==> src/rtl/uart_pkg.sv <==
// Shared definitions for the memory-mapped UART receiver: register offsets,
// register bit positions and the deserialiser state encoding.
package uart_pkg;

  localparam logic [1:0] REG_RXDATA = 2'd0;
  localparam logic [1:0] REG_STATUS = 2'd1;
  localparam logic [1:0] REG_CTRL   = 2'd2;

  localparam int ST_NOT_EMPTY = 0;
  localparam int ST_FULL      = 1;
  localparam int ST_OVERRUN   = 2;
  localparam int ST_FRAME_ERR = 3;

  localparam int CTRL_RX_EN   = 0;
  localparam int CTRL_IRQ_EN  = 1;

  typedef enum logic [1:0] {
    RX_IDLE  = 2'd0,
    RX_START = 2'd1,
    RX_DATA  = 2'd2,
    RX_STOP  = 2'd3
  } rx_state_e;

endpackage

==> src/rtl/uart_rx_fifo.sv <==
// Synchronous receive FIFO. A push into a full FIFO is accepted only when a
// pop retires the head in the same cycle.
module uart_rx_fifo #(
  parameter int DEPTH = 8,
  parameter int W     = 8
) (
  input  logic                     clk,
  input  logic                     rst_n,
  input  logic                     push,
  input  logic [W-1:0]             push_data,
  input  logic                     pop,
  output logic [W-1:0]             head,
  output logic                     full,
  output logic                     empty,
  output logic [$clog2(DEPTH):0]   count
);

  localparam int AW = $clog2(DEPTH);
  localparam logic [AW:0] FULL_CNT = (AW+1)'(DEPTH);

  logic [W-1:0]  mem [DEPTH];
  logic [AW-1:0] wr_ptr;
  logic [AW-1:0] rd_ptr;
  logic          do_push;
  logic          do_pop;

  assign empty   = (count == '0);
  assign full    = (count == FULL_CNT);
  assign do_pop  = pop & ~empty;
  assign do_push = push & (~full | do_pop);
  assign head    = mem[rd_ptr];

  // Storage carries no reset; only pointers and occupancy are control state.
  always_ff @(posedge clk) begin
    if (do_push) mem[wr_ptr] <= push_data;
  end

  always_ff @(posedge clk or negedge rst_n) begin
    if (!rst_n) begin
      wr_ptr <= '0;
      rd_ptr <= '0;
      count  <= '0;
    end else begin
      if (do_push) wr_ptr <= wr_ptr + 1'b1;
      if (do_pop)  rd_ptr <= rd_ptr + 1'b1;
      case ({do_push, do_pop})
        2'b10:   count <= count + 1'b1;
        2'b01:   count <= count - 1'b1;
        default: count <= count;
      endcase
    end
  end

endmodule

==> src/rtl/uart_rx_mmio.sv <==
// Memory-mapped 8N1 UART receiver: serial deserialiser feeding an RX FIFO,
// with RXDATA/STATUS/CTRL registers on the data bus and a level interrupt.
module uart_rx_mmio
  import uart_pkg::*;
#(
  parameter int BAUD_DIV   = 434,
  parameter int FIFO_DEPTH = 8
) (
  input  logic        iCLK,
  input  logic        iRST,
  input  logic        iCE,
  input  logic        iRD,
  input  logic        iWR,
  input  logic [31:0] iADDR,
  input  logic [31:0] iDATA,
  output logic [31:0] oDATA,
  input  logic        iRXD,
  output logic        oIRQ
);

  localparam int TW = $clog2(BAUD_DIV);
  localparam int CW = $clog2(FIFO_DEPTH) + 1;
  localparam logic [TW-1:0] BIT_LAST  = TW'(BAUD_DIV - 1);
  localparam logic [TW-1:0] HALF_LAST = TW'(BAUD_DIV / 2 - 1);

  function automatic logic [3:0] sat_count(input logic [CW-1:0] c);
    if (32'(c) > 15) return 4'hF;
    return 4'(c);
  endfunction

  logic          rxd_meta_p0;
  logic          rxd_sync_p1;
  logic          rxd_prev_p2;
  logic          rx_fall;
  rx_state_e     state;
  logic [TW-1:0] bit_tmr;
  logic [2:0]    bit_idx;
  logic [7:0]    shift;
  logic          rx_push;
  logic          ferr_set;

  logic [1:0]    ctrl;
  logic          overrun;
  logic          frame_err;

  logic [7:0]    fifo_head;
  logic          fifo_full;
  logic          fifo_empty;
  logic [CW-1:0] fifo_count;

  logic [1:0]    reg_sel;
  logic          bus_rd;
  logic          bus_wr;
  logic          sts_wr;
  logic          rd_pop;
  logic          ovr_set;
  logic [31:0]   status_w;
  logic [31:0]   rdata_c;
  logic          unused_bits;

  assign reg_sel     = iADDR[3:2];
  assign bus_rd      = iCE & iRD;
  assign bus_wr      = iCE & iWR;
  assign sts_wr      = bus_wr & (reg_sel == REG_STATUS);
  assign rd_pop      = bus_rd & (reg_sel == REG_RXDATA) & ~fifo_empty;
  assign ovr_set     = rx_push & fifo_full & ~rd_pop;
  assign rx_fall     = rxd_prev_p2 & ~rxd_sync_p1;
  assign unused_bits = ^{iADDR[31:4], iADDR[1:0], iDATA[31:4]};

  assign status_w = {24'b0, sat_count(fifo_count), frame_err, overrun,
                     fifo_full, ~fifo_empty};

  // Stage boundary: two-flop synchroniser plus one history flop for edge detect.
  always_ff @(posedge iCLK or negedge iRST) begin
    if (!iRST) begin
      rxd_meta_p0 <= 1'b1;
      rxd_sync_p1 <= 1'b1;
      rxd_prev_p2 <= 1'b1;
    end else begin
      rxd_meta_p0 <= iRXD;
      rxd_sync_p1 <= rxd_meta_p0;
      rxd_prev_p2 <= rxd_sync_p1;
    end
  end

  always_ff @(posedge iCLK or negedge iRST) begin
    if (!iRST) begin
      state    <= RX_IDLE;
      bit_tmr  <= '0;
      bit_idx  <= '0;
      shift    <= '0;
      rx_push  <= 1'b0;
      ferr_set <= 1'b0;
    end else begin
      rx_push  <= 1'b0;
      ferr_set <= 1'b0;
      if (!ctrl[CTRL_RX_EN]) begin
        state   <= RX_IDLE;
        bit_tmr <= '0;
      end else begin
        case (state)
          RX_IDLE: begin
            bit_tmr <= '0;
            if (rx_fall) state <= RX_START;
          end
          RX_START: begin
            if (bit_tmr == HALF_LAST) begin
              bit_tmr <= '0;
              bit_idx <= '0;
              state   <= rxd_sync_p1 ? RX_IDLE : RX_DATA;
            end else begin
              bit_tmr <= bit_tmr + 1'b1;
            end
          end
          RX_DATA: begin
            if (bit_tmr == BIT_LAST) begin
              bit_tmr <= '0;
              shift   <= {rxd_sync_p1, shift[7:1]};
              bit_idx <= bit_idx + 3'd1;
              if (bit_idx == 3'd7) state <= RX_STOP;
            end else begin
              bit_tmr <= bit_tmr + 1'b1;
            end
          end
          RX_STOP: begin
            if (bit_tmr == BIT_LAST) begin
              bit_tmr  <= '0;
              state    <= RX_IDLE;
              rx_push  <= rxd_sync_p1;
              ferr_set <= ~rxd_sync_p1;
            end else begin
              bit_tmr <= bit_tmr + 1'b1;
            end
          end
          default: state <= RX_IDLE;
        endcase
      end
    end
  end

  uart_rx_fifo #(
    .DEPTH (FIFO_DEPTH),
    .W     (8)
  ) u_fifo (
    .clk       (iCLK),
    .rst_n     (iRST),
    .push      (rx_push),
    .push_data (shift),
    .pop       (rd_pop),
    .head      (fifo_head),
    .full      (fifo_full),
    .empty     (fifo_empty),
    .count     (fifo_count)
  );

  // Read data is taken from pre-write state so a combined read/write
  // returns the old register contents.
  always_comb begin
    rdata_c = '0;
    case (reg_sel)
      REG_RXDATA: if (!fifo_empty) rdata_c = {24'b0, fifo_head};
      REG_STATUS: rdata_c = status_w;
      REG_CTRL:   rdata_c = {30'b0, ctrl};
      default:    rdata_c = '0;
    endcase
  end

  always_ff @(posedge iCLK or negedge iRST) begin
    if (!iRST) begin
      oDATA     <= '0;
      ctrl      <= 2'b01;
      overrun   <= 1'b0;
      frame_err <= 1'b0;
      oIRQ      <= 1'b0;
    end else begin
      if (bus_rd) oDATA <= rdata_c;
      if (bus_wr && reg_sel == REG_CTRL) ctrl <= iDATA[1:0];
      overrun   <= ovr_set  | (overrun   & ~(sts_wr & iDATA[ST_OVERRUN]));
      frame_err <= ferr_set | (frame_err & ~(sts_wr & iDATA[ST_FRAME_ERR]));
      oIRQ      <= ctrl[CTRL_IRQ_EN] & (~fifo_empty | overrun | frame_err);
    end
  end

endmodule

==> config.mk <==
export PLATFORM = sky130hd
export DESIGN_NAME = uart_rx_mmio
export DESIGN_NICKNAME = d
export VERILOG_FILES = /design/src/rtl/uart_pkg.sv /design/src/rtl/uart_rx_fifo.sv /design/src/rtl/uart_rx_mmio.sv
export SDC_FILE = /design/constraint.sdc
export NUM_CORES = 1
export LEC_CHECK = 0
export ABC_AREA = 1
export CELL_PAD_IN_SITES_DETAIL_PLACEMENT = 0
export CELL_PAD_IN_SITES_GLOBAL_PLACEMENT = 1
export CORE_UTILIZATION = 36
export DETAILED_ROUTE_END_ITERATION = 8
export PLACE_DENSITY = 0.85
export SYNTH_ARGS = -nofsm -noshare
export SYNTH_HDL_FRONTEND = slang
export SYNTH_SLANG_ARGS = --single-unit
==> constraint.sdc <==
create_clock -name iCLK -period 1.91 [get_ports iCLK]
set_input_delay 0.382 -clock iCLK [delete_from_list [all_inputs] [get_ports iCLK]]
set_output_delay 0.382 -clock iCLK [all_outputs]
set_load 0.05 [all_outputs]
======== Yosys cells after proc, flatten, opt, wreduce, memory -nomap -nowiden ========
Memories as Yosys holds them, arrays and structs flattened.
Cells that the tools add are included.
word-level totals
  register bits ........................... 74
  memory bits (writable) .................. 64
  input port bits ......................... 70
  output and inout port bits .............. 33
  logic and storage cells ................. 104
  memories ................................ 1
operators by class
  $add $sub $neg .......................... 6
  equality and inequality tests ........... 18
  mux-type cells .......................... 26
  bitwise operators ....................... 26
  reduce and logical (&&, ||, !) cells .... 10
memories
  name        depth  bits a word  read ports  clocked after Yosys merged registers in  write ports  RTL line            text
  u_fifo.mem  8      8            1           0                                        1            uart_rx_fifo.sv:21  logic [W-1:0] mem [DEPTH];
operators by type and width
  operator                                       count
  two-way mux 9 bit                              3
  case mux 9 bit (3 select lines)                1
  case mux 8 bit (3 select lines)                1
  AND 1 bit                                      15
  inequality test 3 bit, second input constant   5
  two-way mux 2 bit                              7
  adder 3 x 1 -> 3 bit, second input constant    3
  adder 9 x 1 -> 9 bit, second input constant    1
  == test 9 x 8 -> 1 bit, second input constant  1
  == test 9 bit, second input constant           1
  == test 2 bit, second input constant           4
  two-way mux 1 bit                              8
  two-way mux 8 bit                              1
  case mux 2 bit (4 select lines)                1
  case mux 4 bit (2 select lines)                1
  == test 2 x 1 -> 1 bit, second input constant  3
  two-way mux 3 bit                              2
  inverter 1 bit                                 6
  case mux 3 bit (2 select lines)                1
  OR 1 bit                                       5
  AND reduction 5 bit                            1
  adder 4 x 1 -> 4 bit, second input constant    1
  == test 4 bit, second input constant           1
  zero test 2 bit                                2
  9 further kinds                                11

======== Logic depth before layout (Yosys ltp) ========
  depth after elaboration ................. 8
  mapped depth ............................ 15
  mapped depth without buffers ............ 15

======== By module ========
From an unflattened synthesis, not the netlist that was laid out.
unflattened totals
  cell total of the unflattened synthesis .. 496
  area, all modules ....................... 5328.9 um^2
modules (own cells, without submodules)
  module        times used  cells an instance  area each (um^2)  seq. area each (um^2)
  uart_rx_fifo  1           254                3126.7            2172.1
  uart_rx_mmio  1           242                2202.1            1006.0

======== Least setup slack after synthesis ========
Ideal clock, no wire load.
  path kind ............................... register to register
  start ................................... reg u_fifo.count[1]
  end ..................................... reg u_fifo.count[2]
  library setup time ...................... 0.127 ns
  arrival time ............................ 1.854 ns
  data required time ...................... 1.783 ns
  path slack .............................. -0.072 ns
  stages on the path, launching flop included .. 14
  buffers on the path ..................... 0
  period minus slack after synthesis ...... 1.982 ns
  cells stage by stage .................... dfrtp_1 > nor2_1 > nand2_1 > nor2_2 > nor2_4 > nand2_4 > nand2_4 > nand2_4 > ha_1 > xor2_1 > ha_1 > a21oi_1 > xnor2_1 > o21ai_0
between the ends
  longest elaborated chain between the ends .. 8
  elaborated cells on any way between the ends .. 14
  those cells by class .................... add/sub: 2; eq/ne: 3; mux: 1; bitwise: 6; reduce/logical: 2
ends and longest elaborated chain
  what                                                                   RTL line                                text
  start: declaration                                                     uart_rx_fifo.sv:15                      output logic [$clog2(DEPTH):0] count
  start signal: assignment                                               uart_rx_fifo.sv:47                      2'b10: count <= count + 1'b1;
  start signal: assignment                                               uart_rx_fifo.sv:48                      2'b01: count <= count - 1'b1;
  start signal: assignment                                               uart_rx_fifo.sv:49                      default: count <= count;
  zero test 4 bit                                                        uart_rx_fifo.sv:27                      assign empty = (count == '0);
  inverter 1 bit                                                         uart_rx_fifo.sv:29, uart_rx_mmio.sv:65
  AND 1 bit                                                              uart_rx_mmio.sv:65                      assign rd_pop = bus_rd & (reg_sel == REG_RXDATA) & ~fifo_empty;
  AND 1 bit                                                              uart_rx_fifo.sv:29                      assign do_pop = pop & ~empty;
  OR 1 bit                                                               uart_rx_fifo.sv:30                      assign do_push = push & (~full | do_pop);
  AND 1 bit                                                              uart_rx_fifo.sv:30
  == test 2 x 1 -> 1 bit or == test 2 bit (tied branches)                uart_rx_fifo.sv:46                      case ({do_push, do_pop})
  case mux 4 bit (2 select lines) or nonzero test 2 bit (tied branches)  n/a
Parallel ways exist; a longest one is shown, timed or not.
A chain may end at the register's enable or synchronous reset.

======== Worst setup path after layout ========
Same ends and word-level chain as after synthesis.

==> results <==
[through the flow]
step                      util (%)  hold slack [ns]
final                        45.47           0.3553
after global routing         45.47           0.3636
after CTS                    45.12           0.3554
after detailed placement     40.99           0.3472
after global placement       40.99           0.3423
after floorplan                  -          0.08641
[logic make-up after synthesis]
logic type	after synthesis	share of synthesized area, %
AND/OR/NAND/NOR	233	19.71
flip-flops	114	61.20
buffers and inverters	82	8.120
AO/OA/AOI/OAI	62	6.410
XOR/XNOR	11	1.855
adder cells (fa/ha/maj)	10	2.410
other	1	0.07222
multiplexers	1	0.2169
[sequential cells by signal, indices dropped and copies added, names as in the netlist, 2 cells and up]
register and cells:
u_fifo.mem 64, bit_tmr 9, oDATA 8, shift 8, u_fifo.count 4, bit_idx 3
u_fifo.rd_ptr 3, u_fifo.wr_ptr 3, ctrl 2, state 2
[what timing repair did]
item | 4_1_cts | 5_1_grt
setup buffers | 0 | 4
hold buffers | 1 | 0
cloned | 0 | 0
gates resized for setup | 6 | 7
pin swaps | 1 | 0
setup endpoints to repair | 7 | 67
hold endpoints to repair | 14 | 0
[cells in the mapped netlist (all sizes together), types with 2 or more instances]
cell type  instances
nor2              94
nand2             87
edfxtp            64
dfrtp             46
inv               45
o21ai             42
nand3             41
buf               34
a21oi             14
ha                10
nor3               6
xnor2              6
xor2               5
dfstp              4
nand4              3
a22oi              2
clkbuf             2
nor3b              2
[per-layer routing]
metal  GRT usage, %  vias to the layer above  part of all wire (%)
li1               -                     1797                     -
met1          18.54                     1732                    42
met2          27.30                      111                    52
met3          3.699                       12                   5.0
met4          5.335                        0                   1.1
met5              0                        -                     0
[area by class of cell]
type / count / area share (%)
clock buffers: 17 / 6.689
flip-flops and latches: 114 / 49.97
well taps: 180 / 3.541
multi-input cells: 341 / 27.15
repair buffers: 60 / 7.751
inverters: 46 / 2.794
clock inverters: 15 / 2.105
[critical path: cells and delay by family, from the launching register on]
| family | cells | cell delay (ns) |
|---|---|---|
| AOI/OAI and AO/OA | 2 | 0.19 |
| xor gates and xnor gates | 2 | 0.28 |
| adders and majority gates | 2 | 0.35 |
| DFF | 1 | 0.39 |
| and+or+nand+nor | 7 | 0.64 |
[power by group through the flow]
stage / Combinational, mW / Sequential (mW) / Clock [mW]
final: 2.34 / 2.88 / 2.95
after global routing: 2.61 / 2.90 / 3.12
after CTS: 2.29 / 2.88 / 3.00
after detailed placement: 2.27 / 2.92 / 0
after global placement: 2.21 / 2.91 / 0
after floorplan: 1.47 / 3.09 / 0
[final timing paths]
path,from,end,slack [ns],depth (start not counted)
max reg2reg,u_fifo.count[1],u_fifo.count[2],-0.02,13
min reg2reg,rxd_meta_p0,rxd_sync_p1,0.36,0
min,rxd_meta_p0,rxd_sync_p1,0.36,0
max in group asynchronous,iRST,ctrl[0],0.87,3
min in group asynchronous,iRST,bit_tmr[1],0.45,2
max,u_fifo.count[1],u_fifo.count[2],-0.02,13
==> results.txt <==
outcome: complete, but fails checks
violated checks: setup timing
Psw: 2.814 mW
share of cells above drive strength 1: 18.04%
Pleak: 2.888 nW
clock power share: 36.1%
max cap viols: 0
Mean Syn Cell Area: 10.10 um^2
clk sinks: 114
worst skew pair latency: 0.41 ns
crit path cell chain: nor2_1, nand2_2, nor2_4, nor2_4, nand2_4, nand2_4, nand2_4, ha_4, xor2_2, ha_1, a21oi_2, xnor2_1, o21ai_0
Int Pwr: 5.360 mW
Worst setup SP type: register
wire length per cell: 13.88 um
Final ANT Viol Nets: 0
drt total wl: 10730 um
top area cells in the synthesized netlist: edfxtp_1 37%, dfrtp_1 22%, nor2_1 6.4%
Area Overhead vs Synth: 22.48%
Starting Density: 37.12%
synthesis-stage register bit count: 114
first-pass GRT wire length: 17290 um
CTS Buf Count: 17
Seq pwr share: 35.2%
sw frac: 34.43%
die width: 122.1 um
FFs w/ async S/R, synth: 43.86%
commonest non-fill, non-tap cell in the layout: nor2_1
Synthesis Warnings: 0
final setup violating endpoints: 1
GRT Overall Usage: 15.54%
RSZ-0062 raised after global routing: yes
area leader, netlist: edfxtp_1
via count: 3652
diode count: 0
die height: 122.1 um
core area: 13990 um^2
FF/Latch Area: 3178 um^2
detailed placement HPWL: 7132 um
placed cell areas: 5734 um^2
Port-buffer cells: 20
dpl cells: 736
Root Driver: clkbuf_16
largest net degree at the start of global routing: 34
Longest Clk Path Bufs: 2
initial antenna violation count: 0
Seq/Total Area, Yosys: 61.20%
Cell variety after synth: 35
Final nets: 660
crit path max fanout: 4
vias in the first global route: 3537
Synth top area share: 37.01%
gr ovfl total: 0
Filler cells: 1290
# rows: 43
cell area after synthesis: 5192 um^2
TritonCTS clock tree: built
most frequent cells in the layout: 88 x nor2_1, 77 x nand2_1, 64 x edfxtp_1, 46 x dfrtp_1, 43 x buf_4
final std cells w/o fill: 773
Slowest-stage cell, CP: dfrtp_1
drc violations: 0
Final WS setup: -0.02222 ns
crit end category: register
Max Clk Rate: 0.5175 GHz
Post-synth EDFFs: 64
Clock Skew: 0.008518 ns
Via density: 4.724
Hold Crit Class: register to register
Power Dens Cells: 1285 nW/um^2
Post-Place Setup Slack: -0.3725 ns
Reg clk slew, reported paths: 0.06 ns
Worst EP arrival: 2.26 ns
most used cell, CP: nand2_4
Initial DRC Count: 236
Min Clock Period, post-route: 1.932 ns
commonest register cell after synthesis: edfxtp_1
1st-pass router iterations: 5
H-tree depth: 4
max incr delay on CP: 0.39 ns
die area: 14910 um^2
Final Wtd Congestion: 0.7472
IO Pins: 103
total negative slack: -0.02222 ns
fin area: 6360 um^2
Power, Total: 8.174 mW
combinational fraction of design power: 28.6%
period utilization: 101.2%
Max Slew Vio Count: 0
Req. time, crit path: 2.23 ns
Critical Setup Path Class: register to register
multi-input logic area: 1727 um^2
cells after synthesis: 514
final hold violation count: 0
VDD IR max: 0.7193 mV
No activity file was read; power rests on OpenSTA's default activity.
==> RTL change 1, RTL diff (same settings) <==
Change the parameter `FIFO_DEPTH` from 8 to 16.
--- a/src/rtl/uart_rx_mmio.sv
+++ b/src/rtl/uart_rx_mmio.sv
@@ -4,7 +4,7 @@
   import uart_pkg::*;
 #(
   parameter int BAUD_DIV   = 434,
-  parameter int FIFO_DEPTH = 8
+  parameter int FIFO_DEPTH = 16
 ) (
   input  logic        iCLK,
   input  logic        iRST,
Function: same outputs for any inputs over 4 cycles, from zero or initial values and one cycle with iRST low; that may be too few to reach the edited logic, so the function may still have changed.
==> RTL change 1 against the original RTL <==
Total power is 48% higher. Wire length rose by 58%. Sequential cell count grew 67. First-iteration DRC count is 69% higher. Worst setup slack improved by 0.13 ns. Area after synthesis is 55% higher. Largest power group is now registers. Critical path type is now input pin to flop. Sequential share of layout area increased by 4.9 points. Critical endpoint is now u_fifo.mem[5][7]. Largest cell class unchanged. Design area increased by 48%.
==> RTL change 1: results (changes against the original RTL) <==
grt_max_degree: 47  # +38%
grt_usage: 0.157  # +0.00117
wl_met1_um: 7650  # +69%
rr_endpoint: "shift[7]"
drt_iter0_markers: 400  # +69%
async_reset_ff_frac: 0.293  # -0.146
yosysSeqAreaShare: 0.642  # +0.0296
clock_latency_ns: 0.43  # +0.02 ns
crit_family: "buffers and inverters"
status: "completed"
crit_path_end: "u_fifo.mem[5][7]"
gp_congestion: 0.850  # +14%
cp-startpoint: "iADDR[2]"
viasPerCell: 4.90  # +3.6%
place_ws_ns: -0.378  # -0.00575 ns
critPathMaxFanout: 8  # +4
use_met1: 0.210  # +0.0248
wl_met3_um: 753  # +41%
nets: 904  # +37%
nFillCells: 2018  # +56%
syn_avg_cell_area_sq_um: 10.7  # +5.7%
ys_types: 40  # +14%
synth_edf_count: 128  # +100%
r2r-start: "bit_tmr[1]"
netlist_top_cells_count: "edfxtp_1, nor2_1, nand2_1, o21ai_0, nand3_1"
grt_pass1_wl_um: 26700  # +55%
gr-usage-met2: 0.244  # -0.0291
clock_skew_ns: 0.00803  # -0.000489 ns
wl_met2_um: 8060  # +45%
layout.cells.non_filler: 1116  # +44%
place_area_sq_mm: 0.00876  # +53%
max_stage_delay_ns: 0.42  # +0.03 ns
grtUsageMet3: 0.0326  # -0.00435
r2r_cells: 10  # -3
slowest_stage: "clkdlybuf4s50_1"
dp.final_hpwl_um: 11000  # +54%
## RTL change 1: cell count changes after synthesis, moves of 12 or more
| cell | change |
|---|---|
| inv_1 | +12 |
| nand3_1 | +16 |
| nor2_1 | +37 |
| nand2_1 | +31 |
| edfxtp_1 | +64 |
| o211ai_1 | +15 |
| o21ai_0 | +36 |
## RTL change 1: worst min-delay path by stage
stage	startpoint	slack [ns]	cells after the start	end
after floorplan	iRST	0.09	0	bit_idx[0]
after global placement	rxd_meta_p0	0.35	0	rxd_sync_p1
after detailed placement	rxd_meta_p0	0.35	0	rxd_sync_p1
after CTS	rxd_meta_p0	0.36	0	rxd_sync_p1
after global routing	iRXD	0.36	1	rxd_meta_p0
final	rxd_meta_p0	0.36	0	rxd_sync_p1
## RTL change 1: report_power, final
part | switching (W) | internal [W] | leakage, nW
logic | 0.00264 | 0.00137 | 1.66
registers | 0.000206 | 0.00437 | 2.16
clock network | 0.00148 | 0.00207 | 0.288
total | 0.00432 | 0.00781 | 4.10
## RTL change 1: timing repair
item / 4_1_cts / 5_1_grt
endpoints found under the setup margin: 1 / 53
setup buffers: 0 / 6
gates resized for setup: 1 / 6
endpoints found under the hold margin: 17 / 0
hold buffers: 1 / 0
pin swaps: 0 / 3
## RTL change 1: cell type report
type                       instances  area share
sequential                       181       0.548
tap                              280      0.0371
multi-input combinational        483       0.256
clock buffer                      18      0.0455
inverter                          62      0.0254
timing repair buffer              78      0.0688
clock inverter                    14      0.0186
## RTL change 1: kinds of logic after synthesis
logic type,count (synthesis),synth area share
other,1,0.000465
DFF,181,0.642
buffers and inverters,114,0.0718
xor gates and xnor gates,14,0.0152
adders and majority gates,11,0.0171
AOI/OAI and AO/OA,112,0.0780
and+or+nand+nor,322,0.176
==> RTL change 2, RTL diff (config.mk and constraints unchanged) <==
Without the edit above. Encoding of `rx_state_e`: now one-hot (4 bits for 4 states).
--- a/src/rtl/uart_pkg.sv
+++ b/src/rtl/uart_pkg.sv
@@ -14,11 +14,11 @@
   localparam int CTRL_RX_EN   = 0;
   localparam int CTRL_IRQ_EN  = 1;
 
-  typedef enum logic [1:0] {
-    RX_IDLE  = 2'd0,
-    RX_START = 2'd1,
-    RX_DATA  = 2'd2,
-    RX_STOP  = 2'd3
+  typedef enum logic [3:0] {
+    RX_IDLE  = 4'b0001,
+    RX_START = 4'b0010,
+    RX_DATA  = 4'b0100,
+    RX_STOP  = 4'b1000
   } rx_state_e;
 
 endpackage
Check against the original RTL: no difference found for any inputs over 10 cycles, from zero or initial values and one cycle with iRST low; not proved beyond that.
==> RTL change 2 against the original RTL <==
The run still ends with setup timing left. Global-route usage grew 0.60 points. Utilization decreased by 0.46 points. Total power grew 5.6%. Area after synthesis is 7.0% higher. Worst setup slack worse by 0.0077 ns. Sequential cell count is 2 higher. Critical path depth decreased by 1. Synthesized cell count grew 15%. Final cell count is 10% higher. Wire length increased by 13%. Clock power rose by 9.2%. Via count grew 15%. Design area increased by 7.2%.
==> RTL change 2: results (changes against the original RTL) <==
status: "finished, violations left"
violations: "setup timing"
hold_depth: 0  # unchanged
ys_types: 38  # +8.6%
place_inst: 818  # +11%
first_pass_iters: 7  # +2
port_buffers: 20  # unchanged
yosysSeqAreaShare: 0.581  # -0.0306
clkTransAtPathRegs_ns: 0.06  # about the same
nFillCells: 1381  # +7.1%
grt_pass1_vias: 4044  # +14%
p_leak_nw: 3.16  # +9.4%
grt_max_degree: 53  # +56%
arrival_ns: 2.24  # -0.02 ns
grt_usage: 0.161  # +0.00604
synth_edf_count: 64  # unchanged
syn_avg_cell_area_sq_um: 9.43  # -6.7%
netlist_top_cells_count: "nand2_1, nor2_1, edfxtp_1, nand3_1, inv_1"
critPathMaxFanout: 3  # -1
end_kind: "flop"
ys_top_cells_by_area: "edfxtp_1, dfrtp_1, nand2_1, nor2_1, nand3_1"
clockRootBuffer: "clkbuf_16"
dp.final_hpwl_um: 8040  # +13%
antenna_found_initial: 0  # unchanged
clock_skew_ns: 0.00813  # -0.000392 ns
drt_iter0_markers: 302  # +28%
crit_family: "simple AND/OR/NAND/NOR gates"
drive_above_1_share: 0.164  # -0.0168
clock_latency_ns: 0.41  # about the same
cts_max_level: 4  # unchanged
wl_met1_um: 5280  # +17%
peakVddDrop_uv: 625  # -13%
async_reset_ff_frac: 0.448  # +0.00968
layout.cells.non_filler: 854  # +10%
grt_pass1_wl_um: 19700  # +14%
place_area_sq_mm: 0.00612  # +6.8%
wl_met3_um: 528  # -1.3%
nets: 733  # +11%
fin_setup_tns_ns: -0.0299  # -0.00766 ns
slowest_stage: "dfrtp_1"
r2r_cells: 12  # -1
rrSetupSlack_ns: -0.03
vias: 4217  # +15%
wl_met2_um: 6160  # +11%
setup_ws_ns: -0.0299  # -0.00766 ns
worstHoldPathType: "flop to flop"
setup_viol: 1  # unchanged
drt_wl_total_um: 12100  # +13%
antenna_cells: 0  # unchanged
gp_congestion: 0.861  # +15%
p_per_area_mw_per_mm2: 1270  # -1.5%
-- RTL change 2: cell types whose count changed after synthesis, sizes merged, moves of 2 or more --
cell,before,now
nand3,41,60
clkbuf,2,4
nor3,6,4
nor4,0,2
inv,45,54
nand4,3,5
xnor2,6,4
buf,34,36
o21ai,42,51
nand2,87,119
-- RTL change 2: worst min path at each step --
stage / from / end / slack, ns
4_1_cts: rxd_meta_p0 / rxd_sync_p1 / 0.36
3_5_place_dp: rxd_meta_p0 / rxd_sync_p1 / 0.35
6_report: rxd_meta_p0 / rxd_sync_p1 / 0.36
2_1_floorplan: iRST / bit_idx[0] / 0.09
3_3_place_gp: rxd_meta_p0 / rxd_sync_p1 / 0.35
5_1_grt: rxd_meta_p0 / rxd_sync_p1 / 0.37
-- RTL change 2: area by class of cell --
cell class              instances  share of cell area
flip-flops and latches        116               0.474
clock inverters                 9              0.0187
multi-input cells             401               0.295
inverters                      55              0.0310
clock buffers                  23              0.0701
well taps                     188              0.0345
repair buffers                 62              0.0765
-- RTL change 2: through the flow --
step | setup slack, ns | power, W
6_report | -0.0299 | 0.00863
3_5_place_dp | -0.431 | 0.00535
4_1_cts | -0.0486 | 0.00860
3_3_place_gp | -0.328 | 0.00527
5_1_grt | -0.130 | 0.00907
2_1_floorplan | -0.0334 | 0.00464
-- RTL change 2: logic make-up after synthesis --
family / share of synthesized area
AND/OR/NAND/NOR: 0.225
flip-flops: 0.581
AO/OA/AOI/OAI: 0.0669
buffers and inverters: 0.0854
XOR/XNOR: 0.0158
other: 0.000675
adder cells (fa/ha/maj): 0.0225
multiplexers: 0.00203
-- RTL change 2: per-layer routing --
metal	vias up	global-route usage
li1	2036	-
met1	2050	0.193
met2	115	0.275
met3	16	0.0501
met4	0	0.0539
met5	-	0
-- RTL change 2: what timing repair did --
action                                  CTS  global route
buffers inserted                          0             3
hold buffers                              1             0
pin swaps                                 1             6
endpoints found under the setup margin   12            52
hold endpoints to repair                 47             0
gates resized for setup                  16            11
-- RTL change 2: power breakdown --
group	internal [W]	switching (W)	leakage, nW
registers	0.00280	0.000116	1.42
logic	0.000844	0.00165	1.44
clock network	0.00215	0.00108	0.301
total	0.00579	0.00284	3.16
